## config.mk

```make
export PLATFORM = sky130hd
export DESIGN_NAME = systolic_output_collector_flat
export DESIGN_NICKNAME = d
export VERILOG_FILES = /design/src/rtl/systolic_output_collector_pkg.sv /design/src/rtl/systolic_output_collector_if.sv /design/src/rtl/systolic_output_collector_fifo.sv /design/src/rtl/systolic_output_collector.sv /design/src/flat_wrapper.sv
export SDC_FILE = /design/constraint.sdc
export NUM_CORES = 1
export LEC_CHECK = 0
export CAP_MARGIN = 20
export CORE_MARGIN = 10
export CORE_UTILIZATION = 41
export DETAILED_ROUTE_END_ITERATION = 10
export SETUP_SLACK_MARGIN = 0.02
export SLEW_MARGIN = 15
export SYNTH_ARGS = -nofsm -noshare
export SYNTH_HDL_FRONTEND = slang
export SYNTH_HIERARCHICAL = 1
export SYNTH_SLANG_ARGS = --single-unit
```

## constraint.sdc

```tcl
create_clock -name clk30x -period 8.3 [get_ports clk30x]
set_clock_uncertainty 0.1 [all_clocks]
set_input_delay 0.83 -clock clk30x [delete_from_list [all_inputs] [get_ports clk30x]]
set_output_delay 0.83 -clock clk30x [all_outputs]
set_load 0.05 [all_outputs]
```

## src/rtl/systolic_output_collector_pkg.sv

```systemverilog
// Shared constants and FSM state encoding for the systolic output collector.
package systolic_output_collector_pkg;

    localparam int DEF_WORDLENGTH  = 16;
    localparam int DEF_OUT_WIDTH   = 12;
    localparam int DEF_SLOT_CYCLES = 30;
    localparam int DEF_TAPS        = 8;
    localparam int DEF_PHASE       = 2;
    localparam int DEF_FIFO_DEPTH  = 4;

    typedef enum logic {
        ST_IDLE = 1'b0,
        ST_RUN  = 1'b1
    } state_e;

endpackage

```

## src/rtl/systolic_output_collector_if.sv

```systemverilog
// Collector bus: frame start, PE word in, narrowed sample stream out plus status.
interface systolic_output_collector_if #(
    parameter int WORDLENGTH = 16,
    parameter int OUT_WIDTH  = 12
);
    logic                         start;
    logic signed [WORDLENGTH-1:0] inputword;
    logic signed [OUT_WIDTH-1:0]  out_data;
    logic                         out_valid;
    logic                         out_ready;
    logic                         overflow;
    logic                         fifo_full;

    // master: PE/sink side; slave: the collector itself
    modport master (
        output start, inputword, out_ready,
        input  out_data, out_valid, overflow, fifo_full
    );

    modport slave (
        input  start, inputword, out_ready,
        output out_data, out_valid, overflow, fifo_full
    );
endinterface

```

## src/rtl/systolic_output_collector_fifo.sv

```systemverilog
// collector_fifo: small first-word-fall-through FIFO, async active-low reset on control only.
module collector_fifo #(
    parameter int WIDTH = 12,
    parameter int DEPTH = 4
) (
    input  logic             clk,
    input  logic             rst_n,
    input  logic             push,
    input  logic             pop,
    input  logic [WIDTH-1:0] din,
    output logic [WIDTH-1:0] dout,
    output logic             full,
    output logic             empty
);
    localparam int PTR_W = (DEPTH > 1) ? $clog2(DEPTH) : 1;
    localparam int CNT_W = PTR_W + 1;
    localparam logic [CNT_W-1:0] CNT_FULL = CNT_W'(DEPTH);

    logic [PTR_W-1:0] wr_ptr_q, wr_ptr_d;
    logic [PTR_W-1:0] rd_ptr_q, rd_ptr_d;
    logic [CNT_W-1:0] count_q, count_d;
    logic [WIDTH-1:0] mem_q [DEPTH];
    logic [WIDTH-1:0] mem_d [DEPTH];
    logic             wr_en;
    logic             rd_en;

    assign full  = (count_q == CNT_FULL);
    assign empty = (count_q == '0);
    assign dout  = empty ? '0 : mem_q[rd_ptr_q];

    always_comb begin
        rd_en    = pop && !empty;
        // a full FIFO still accepts a push when the head leaves on the same edge
        wr_en    = push && (!full || rd_en);
        wr_ptr_d = wr_ptr_q;
        rd_ptr_d = rd_ptr_q;
        count_d  = count_q;
        mem_d    = mem_q;
        if (wr_en) begin
            mem_d[wr_ptr_q] = din;
            wr_ptr_d        = wr_ptr_q + PTR_W'(1);
        end
        if (rd_en) begin
            rd_ptr_d = rd_ptr_q + PTR_W'(1);
        end
        if (wr_en && !rd_en) begin
            count_d = count_q + CNT_W'(1);
        end else if (rd_en && !wr_en) begin
            count_d = count_q - CNT_W'(1);
        end
    end

    always_ff @(posedge clk or negedge rst_n) begin
        if (!rst_n) begin
            wr_ptr_q <= '0;
            rd_ptr_q <= '0;
            count_q  <= '0;
        end else begin
            wr_ptr_q <= wr_ptr_d;
            rd_ptr_q <= rd_ptr_d;
            count_q  <= count_d;
        end
    end

    always_ff @(posedge clk) begin
        mem_q <= mem_d;
    end
endmodule

```

## src/rtl/systolic_output_collector.sv

```systemverilog
// Frame tracker, capture, narrowing and FIFO buffering behind a systolic PE.
// Build option COLLECTOR_ROUND_EN: round half up and saturate instead of truncating.
module systolic_output_collector
    import systolic_output_collector_pkg::*;
#(
    parameter int WORDLENGTH  = DEF_WORDLENGTH,
    parameter int OUT_WIDTH   = DEF_OUT_WIDTH,
    parameter int SLOT_CYCLES = DEF_SLOT_CYCLES,
    parameter int TAPS        = DEF_TAPS,
    parameter int PHASE       = DEF_PHASE,
    parameter int FIFO_DEPTH  = DEF_FIFO_DEPTH
) (
    input  logic                        clk30x,
    input  logic                        reset_n,
    systolic_output_collector_if.slave  bus
);
    localparam int SHIFT  = WORDLENGTH - OUT_WIDTH;
    localparam int CYC_W  = (SLOT_CYCLES > 1) ? $clog2(SLOT_CYCLES) : 1;
    localparam int SLOT_W = (TAPS > 1) ? $clog2(TAPS) : 1;
    localparam logic [CYC_W-1:0]  CYC_LAST   = CYC_W'(SLOT_CYCLES - 1);
    localparam logic [SLOT_W-1:0] SLOT_LAST  = SLOT_W'(TAPS - 1);
    localparam logic [SLOT_W-1:0] SLOT_PHASE = SLOT_W'(PHASE);

`ifdef COLLECTOR_ROUND_EN
    localparam logic signed [WORDLENGTH:0] RND_BIAS = (SHIFT > 0) ? (WORDLENGTH+1)'(2 ** (SHIFT - 1)) : '0;
    localparam logic signed [WORDLENGTH:0] SAT_MAX  = (WORDLENGTH+1)'((2 ** (OUT_WIDTH - 1)) - 1);
    localparam logic signed [WORDLENGTH:0] SAT_MIN  = -(WORDLENGTH+1)'(2 ** (OUT_WIDTH - 1));

    function automatic logic signed [OUT_WIDTH-1:0] narrow(input logic signed [WORDLENGTH-1:0] w);
        logic signed [WORDLENGTH:0] sum;
        logic signed [WORDLENGTH:0] shr;
        // one guard bit keeps the biased sum exact; only the shifted result can exceed range
        sum = {w[WORDLENGTH-1], w} + RND_BIAS;
        shr = sum >>> SHIFT;
        if (shr > SAT_MAX) begin
            return SAT_MAX[OUT_WIDTH-1:0];
        end else if (shr < SAT_MIN) begin
            return SAT_MIN[OUT_WIDTH-1:0];
        end
        return shr[OUT_WIDTH-1:0];
    endfunction
`else
    function automatic logic signed [OUT_WIDTH-1:0] narrow(input logic signed [WORDLENGTH-1:0] w);
        // taking the top bits is an arithmetic shift right, i.e. truncation toward -inf
        return w[WORDLENGTH-1 -: OUT_WIDTH];
    endfunction
`endif

    state_e              state_q, state_d;
    logic [CYC_W-1:0]    cyc_cnt_q, cyc_cnt_d;
    logic [SLOT_W-1:0]   slot_cnt_q, slot_cnt_d;
    logic                overflow_q, overflow_d;
    logic                capture;
    logic                pop;
    logic                push;
    logic                fifo_full_w;
    logic                fifo_empty;
    logic signed [OUT_WIDTH-1:0] sample;
    logic [OUT_WIDTH-1:0]        fifo_dout;

    assign pop    = !fifo_empty && bus.out_ready;
    assign sample = narrow(bus.inputword);
    assign push   = capture;

    always_comb begin
        state_d    = state_q;
        cyc_cnt_d  = cyc_cnt_q;
        slot_cnt_d = slot_cnt_q;
        overflow_d = overflow_q;
        capture    = 1'b0;
        if (bus.start) begin
            // the start cycle itself is count 0 of slot 0, so the next cycle is count 1
            state_d    = ST_RUN;
            cyc_cnt_d  = CYC_W'(1);
            slot_cnt_d = '0;
            overflow_d = 1'b0;
        end else if (state_q == ST_RUN) begin
            if (cyc_cnt_q == CYC_LAST) begin
                cyc_cnt_d  = '0;
                slot_cnt_d = (slot_cnt_q == SLOT_LAST) ? '0 : slot_cnt_q + SLOT_W'(1);
            end else begin
                cyc_cnt_d  = cyc_cnt_q + CYC_W'(1);
            end
            capture = (cyc_cnt_q == CYC_LAST) && (slot_cnt_q == SLOT_PHASE);
            if (capture && fifo_full_w && !pop) begin
                overflow_d = 1'b1;
            end
        end
    end

    always_ff @(posedge clk30x or negedge reset_n) begin
        if (!reset_n) begin
            state_q    <= ST_IDLE;
            cyc_cnt_q  <= '0;
            slot_cnt_q <= '0;
            overflow_q <= 1'b0;
        end else begin
            state_q    <= state_d;
            cyc_cnt_q  <= cyc_cnt_d;
            slot_cnt_q <= slot_cnt_d;
            overflow_q <= overflow_d;
        end
    end

    // capture edge -> FIFO; head is visible the following cycle
    collector_fifo #(
        .WIDTH (OUT_WIDTH),
        .DEPTH (FIFO_DEPTH)
    ) u_fifo (
        .clk   (clk30x),
        .rst_n (reset_n),
        .push  (push),
        .pop   (pop),
        .din   (sample),
        .dout  (fifo_dout),
        .full  (fifo_full_w),
        .empty (fifo_empty)
    );

    assign bus.out_data  = fifo_dout;
    assign bus.out_valid = !fifo_empty;
    assign bus.fifo_full = fifo_full_w;
    assign bus.overflow  = overflow_q;
endmodule
```

## src/flat_wrapper.sv

```systemverilog
// flat-port wrapper written by rule: the top's interface ports become plain ports
module systolic_output_collector_flat import systolic_output_collector_pkg::*;
#(
    parameter int WORDLENGTH  = DEF_WORDLENGTH,
    parameter int OUT_WIDTH   = DEF_OUT_WIDTH,
    parameter int SLOT_CYCLES = DEF_SLOT_CYCLES,
    parameter int TAPS        = DEF_TAPS,
    parameter int PHASE       = DEF_PHASE,
    parameter int FIFO_DEPTH  = DEF_FIFO_DEPTH
)
  (clk30x, reset_n, bus_start, bus_inputword, bus_out_ready, bus_out_data, bus_out_valid, bus_overflow, bus_fifo_full);
  systolic_output_collector_if #(.WORDLENGTH(WORDLENGTH), .OUT_WIDTH(OUT_WIDTH)) bus_i ();
  input  logic clk30x;
  input  logic reset_n;
  input wire logic [$bits(bus_i.start)-1:0] bus_start;
  input wire logic [$bits(bus_i.inputword)-1:0] bus_inputword;
  input wire logic [$bits(bus_i.out_ready)-1:0] bus_out_ready;
  output wire logic [$bits(bus_i.out_data)-1:0] bus_out_data;
  output wire logic [$bits(bus_i.out_valid)-1:0] bus_out_valid;
  output wire logic [$bits(bus_i.overflow)-1:0] bus_overflow;
  output wire logic [$bits(bus_i.fifo_full)-1:0] bus_fifo_full;
  assign bus_i.start = bus_start;
  assign bus_i.inputword = bus_inputword;
  assign bus_i.out_ready = bus_out_ready;
  assign bus_out_data = bus_i.out_data;
  assign bus_out_valid = bus_i.out_valid;
  assign bus_overflow = bus_i.overflow;
  assign bus_fifo_full = bus_i.fifo_full;
  systolic_output_collector #(.WORDLENGTH(WORDLENGTH), .OUT_WIDTH(OUT_WIDTH), .SLOT_CYCLES(SLOT_CYCLES), .TAPS(TAPS), .PHASE(PHASE), .FIFO_DEPTH(FIFO_DEPTH)) u_core (.clk30x(clk30x), .reset_n(reset_n), .bus(bus_i));
endmodule
```

==> impl_metrics.toml, run 1 <==
[timing]
fmax_ghz = 0.275
min_period_ns = 3.63
hold_viol = 0
tightestPinTransition_ns = 0.807
slew-limit-headroom_pct = 46.2
drv_slew = 0
setup_tns_ns = 0
setup_viol = 0
rsz0062_at_grt = "false"
fin_crit_sh_pct = 43.7

[power_and_ir_drop]
power.share.clock_pct = 23.1
switchingPower_uw = 394
p_sw_share_pct = 36.4
power.total_mw = 1.08
p_int_uw = 688
leakage_nw = 1.27
pwr_density_cell_nw_per_um2 = 312
ir_worst_vdd_v = 0.000108
seq_power_share_pct = 37.9
comb_power_share_pct = 39.0

[finish]
drive_gt1_share_pct = 18.6
num_antenna_cells = 0
num-nets-final = 242
area_delta_synth_final_pct = 19.7

[floorplan]
core_area_um2 = 6830
dieArea_um2 = 10800
die_w_um = 104
dieHeight_um = 104
num_rows = 30
initial_core_util_pct = 42.4
pin_count = 35

[detailed_routing]
routed_wl_um = 5240
num_vias = 1562
wire_per_inst_um = 16.8
ant_nets = 0
drt_iter0_drc = 65
first_pass_iters = 4
drc = 0
post_drt_via_cell_ratio = 5.02

[clocking]
cts-htree-levels = 3
tritoncts = "built"
clock_tree.root_cell = "clkbuf_8"
clockBufferDepth = 2
cts-buffers-inserted = 9
hold_buffers = 0
cts_resized = 0
path_clk_slew_ns = 0.07
cts_sinks = 65
cts_setup_buffers = 0
clock_latency_ns = 0.33

[yosys]
yosys_register_bits = 65
synthTopCellsByCount = "edfxtp_1, dfrtp_1, ha_1"
async_flop_share_pct = 26.2
synth_area_leaders = "edfxtp_1, dfrtp_1, mux4_2"
syn_area_um2 = 2900
ys_warn_count = 6
synth_seq_area_share_pct = 64.5
yosys_most_used_dff = "edfxtp_1"
avgSynthCellArea_um2 = 16.6
yosysMostFrequentCell = "edfxtp_1"
yosysTopAreaCellShare_pct = 49.8
syn-num-nets = 205
synth_largest_area_cell = "edfxtp_1"
ys_types = 40
syn-instance-count = 174
synth_edf_count = 48

[placed_design]
gp_congestion = 0.792
place.port_buffers = 30
dp_hpwl_um = 3600

[setup_path]
cpMaxStageDelayCell = "dfrtp_1"
cpPeakStageDelay_ns = 0.87
critPathLaunchType = "flop"
crit_path_end_kind = "output pin"
cp_num_buf_inv = 1
crit_fanout = 14
worstPathCellList = "mux4_1 > nor2b_1 > clkdlybuf4s50_1"
critical_path_arrival_ns = 2.70
cp_top_family = "flip-flops"
setup.worst_path.class = "reg2out"
cp_data_required_time_ns = 7.37

[flow_run]
drv_cap = 0

[global_route]
grt_max_degree = 18
antenna_found_initial = 0
grt_overflow = 0
grt_pass1_wl_um = 8660
first_global_vias = 1760
grt_usage_pct = 10.1

[outcome]
status = "finished, final reports clean"

[min_path]
hold_class = "reg2reg"
==> state kept, by name, summed over array words and instances (netlist names) <==
register,count
u_core/cyc_cnt_q,5
u_core/slot_cnt_q,3
u_core/u_fifo/rd_ptr_q,2
u_core/bus.overflow,1
u_core/u_fifo/count_q,3
u_core/u_fifo/mem_q,48
u_core/u_fifo/wr_ptr_q,2
u_core/state_q,1
==> worst register-to-register path, cell delays in order (launching register included) <==
cell and delay, ns:
dfrtp_1 0.46, nor3_2 0.07, buf_4 0.24, nand2b_1 0.22, inv_1 0.10, inv_1 0.06, a21boi_2 0.30, ha_1 0.26
inv_1 0.07, fa_1 0.37, xor2_1 0.15, nor2_1 0.12, xor2_1 0.17
==> final timing paths <==
check                                                           start                                   end  slack, ns  cells past startpoint
worst max-delay path            u_core/u_fifo/rd_ptr_q[0]$_DFFE_PN0P_                       bus_out_data[1]       4.67                      3
worst min-delay path             u_core/u_fifo/count_q[2]$_DFFE_PN0P_  u_core/u_fifo/count_q[2]$_DFFE_PN0P_       0.42                      1
worst max register to register   u_core/u_fifo/count_q[0]$_DFFE_PN0P_  u_core/u_fifo/count_q[2]$_DFFE_PN0P_       5.56                     12
worst min register to register   u_core/u_fifo/count_q[2]$_DFFE_PN0P_  u_core/u_fifo/count_q[2]$_DFFE_PN0P_       0.42                      1
max in group asynchronous                                     reset_n       u_core/cyc_cnt_q[3]$_DFFE_PN0P_       6.75                      1
min in group asynchronous                                     reset_n      u_core/slot_cnt_q[0]$_DFFE_PN0P_       0.86                      1
==> layout by cell type (no fill, tap or decap), drive strengths merged, types with 2 or more instances in the layout <==
master,instances
xnor2,3
mux2,2
xor2,3
clkinvlp,2
nand3,5
ha,10
nor2b,12
clkbuf,9
clkdlybuf4s50,30
a21oi,7
mux4,12
o21ai,5
nand2b,2
inv,9
nand2,7
dfrtp,17
clkinv,3
nor2,5
edfxtp,48
and2,5
nand3b,3
==> layout make-up <==
type,count,area (um^2)
sequential,65,1870
tap,96,120
multi-input combinational,95,952
inverter,9,33.8
clock buffer,9,124
clock inverter,6,60.1
timing repair buffer,31,308
fill,585,3370
==> per-layer routing <==
layer  wire (um)  vias to the layer above  global-route usage (%)
met2        2710                       38                    17.3
li1            -                      719                       -
met3         190                       11                    2.73
met1        2220                      794                    11.2
met5           0                        -                       0
met4         119                        0                    5.67
==> power groups by stage <==
| stage | Combinational (mW) | Clock, mW | Sequential, mW |
|---|---|---|---|
| after floorplan | 0.350 | 0 | 0.385 |
| after global placement | 0.420 | 0 | 0.418 |
| after detailed placement | 0.429 | 0 | 0.419 |
| after CTS | 0.430 | 0.259 | 0.412 |
| after global routing | 0.445 | 0.271 | 0.416 |
| final | 0.422 | 0.250 | 0.410 |
==> metrics by stage <==
step | instance area (um^2) | worst slack [ns] | hold slack, ns | utilization [%] | cells
after floorplan | 2900 | 5.63 | 0.354 | - | 174
after global placement | 3280 | 4.94 | 0.388 | 48.0 | 296
after detailed placement | 3280 | 4.96 | 0.413 | 48.0 | 296
after CTS | 3460 | 4.58 | 0.426 | 50.7 | 311
after global routing | 3460 | 4.50 | 0.456 | 50.7 | 311
final | 3460 | 4.67 | 0.422 | 50.7 | 311
==> cell families (layout without fill, tap and decap cells) <==
kind of cell,after synthesis,after routing,synth area share (%)
compound gates,15,15,2.98
xor+xnor,6,6,1.82
fa+ha+maj,11,11,5.01
buf+inv,14,55,2.81
flops,65,65,64.5
mux,14,14,10.6
simple gates,49,49,12.3
(Power assumes the default switching activity.)
==> inputs of run 2 (changes only) <==
==> constraint.sdc (replaced) <==
create_clock -name clk30x -period 3.6 [get_ports clk30x]
set_clock_uncertainty 0.1 [all_clocks]
set_input_delay 0.36 -clock clk30x [delete_from_list [all_inputs] [get_ports clk30x]]
set_output_delay 0.36 -clock clk30x [all_outputs]
set_load 0.05 [all_outputs]
==> impl_metrics.toml, run 2 (synthesized netlist as in run 1, its figures left out) <==
[setup_path]
crit_path_end_kind = "output pin"
critPathLaunchType = "flop"
setup.worst_path.class = "reg2out"
cp_data_required_time_ns = 3.14
critical_path_arrival_ns = 2.73
r2r_cells = 12
crit_fanout = 14

[floorplan]
core_area_um2 = 6830
dieArea_um2 = 10800
dieHeight_um = 104
num_rows = 30
pin_count = 35
die_w_um = 104
initial_core_util_pct = 42.4

[finish]
reg.largest.list = "u_core/u_fifo/mem_q: 48 flops, u_core/cyc_cnt_q: 5 flops"
final_common_cell = "edfxtp_1"
num_antenna_cells = 0
largest_register = "u_core/u_fifo/mem_q"
num-nets-final = 243
largest_register_ffs = 48
drive_gt1_share_pct = 19.4
layout_common_cells = "edfxtp_1, clkdlybuf4s50_1, dfrtp_1, ha_1"
area_delta_synth_final_pct = 22.2
layoutNonFillerInstCount = 313

[power_and_ir_drop]
p_sw_share_pct = 35.3
seq_power_share_pct = 35.2
comb_power_share_pct = 36.2
ir_worst_vdd_v = 0.000240
leakage_nw = 1.31
pwr_density_cell_nw_per_um2 = 761
p_int_mw = 1.74
power.share.clock_pct = 28.6
power.total_mw = 2.69
switchingPower_uw = 951

[placed_design]
place.port_buffers = 30
dp_hpwl_um = 3670
gp_congestion = 0.775
dp_cells = 297

[timing]
fmax_ghz = 0.313
rsz0062_at_grt = "false"
drv_slew = 0
hold_viol = 0
min_period_ns = 3.19
fin_crit_sh_pct = 88.7
tightestPinTransition_ns = 0.824
setup_viol = 0
slew-limit-headroom_pct = 45.1
setup_tns_ns = 0

[clocking]
tritoncts = "built"
cts-buffers-inserted = 9
cts-htree-levels = 3
cts_sinks = 65
hold_buffers = 0
path_clk_slew_ns = 0.08
clockBufferDepth = 2
clock_latency_ns = 0.35
clock_tree.root_cell = "clkbuf_8"
cts_resized = 0
cts_setup_buffers = 0

[global_route]
grt_overflow = 0
grt_max_degree = 18
grt_pass1_wl_um = 8730
first_global_vias = 1691
antenna_found_initial = 0
grt_usage_pct = 10.2

[detailed_routing]
wire_per_inst_um = 17.4
ant_nets = 0
first_pass_iters = 4
post_drt_via_cell_ratio = 4.98
num_vias = 1560
drc = 0
drt_iter0_drc = 73
routed_wl_um = 5460

[min_path]
hold_class = "in2async"

[outcome]
status = "finished, final reports clean"

[flow_run]
drv_cap = 0
==> run 2: changes by cell type in the layout (fill, tap and decap cells not counted), sizes merged <==
cell      before  now
inv            9   12
clkinv         3    1
clkinvlp       2    0
bufinv         1    3
buf            1    2
==> run 2: routing by layer <==
| metal | track usage, % | routed length, um | vias to the layer above | share of wire [%] |
|---|---|---|---|---|
| li1 | - | - | 727 | - |
| met1 | 11.0 | 2280 | 793 | 42 |
| met2 | 17.6 | 2860 | 32 | 52 |
| met3 | 3.41 | 235 | 8 | 4.3 |
| met4 | 4.47 | 79 | 0 | 1.4 |
| met5 | 0 | 0 | - | 0 |
==> run 2: worst paths after layout <==
kind	start	endpoint	slack, ns
setup reg to reg	u_core/cyc_cnt_q[1]$_DFFE_PN0P_	u_core/u_fifo/count_q[2]$_DFFE_PN0P_	0.88
hold reg to reg	u_core/u_fifo/count_q[2]$_DFFE_PN0P_	u_core/u_fifo/count_q[2]$_DFFE_PN0P_	0.42
max in group asynchronous	reset_n	u_core/cyc_cnt_q[2]$_DFFE_PN0P_	2.53
hold / removal	reset_n	u_core/slot_cnt_q[1]$_DFFE_PN0P_	0.37
setup / recovery	u_core/u_fifo/rd_ptr_q[0]$_DFFE_PN0P_	bus_out_data[11]	0.41
min in group clk30x	u_core/u_fifo/count_q[2]$_DFFE_PN0P_	u_core/u_fifo/count_q[2]$_DFFE_PN0P_	0.42
==> run 2: power by group through the flow <==
stage / registers (mW) / clock network (mW) / logic (mW)
floorplan: 0.887 / 0 / 0.808
global placement: 0.964 / 0 / 0.971
detailed placement: 0.969 / 0 / 0.984
CTS: 0.952 / 0.785 / 0.987
global route: 0.962 / 0.819 / 1.02
finish: 0.947 / 0.771 / 0.975
==> run 2: stage by stage <==
stage          area (um^2)  utilization [%]  hold WS [ns]  setup WS, ns
2_1_floorplan         2900                -       -0.0356         0.925
3_3_place_gp          3290             48.1         0.388         0.711
3_5_place_dp          3290             48.1         0.406         0.716
4_1_cts               3540             51.8         0.390         0.327
5_1_grt               3540             51.8         0.431         0.258
6_report              3540             51.8         0.368         0.405
==> run 2: worst max-delay path: stages, from the launching register on <==
cell	delay, ns
dfrtp_1	0.88
mux4_1	0.64
nor2b_1	0.15
clkdlybuf4s50_1	0.72
==> run 2: final cells by class <==
cell class                      count  area (um^2)
Tap cell                           96          120
Clock buffer                        9          124
Sequential cell                    65         1870
Inverter                            9         33.8
Multi-Input combinational cell     95          952
Fill cell                         574         3290
Timing Repair Buffer               32          315
Clock inverter                      7          125
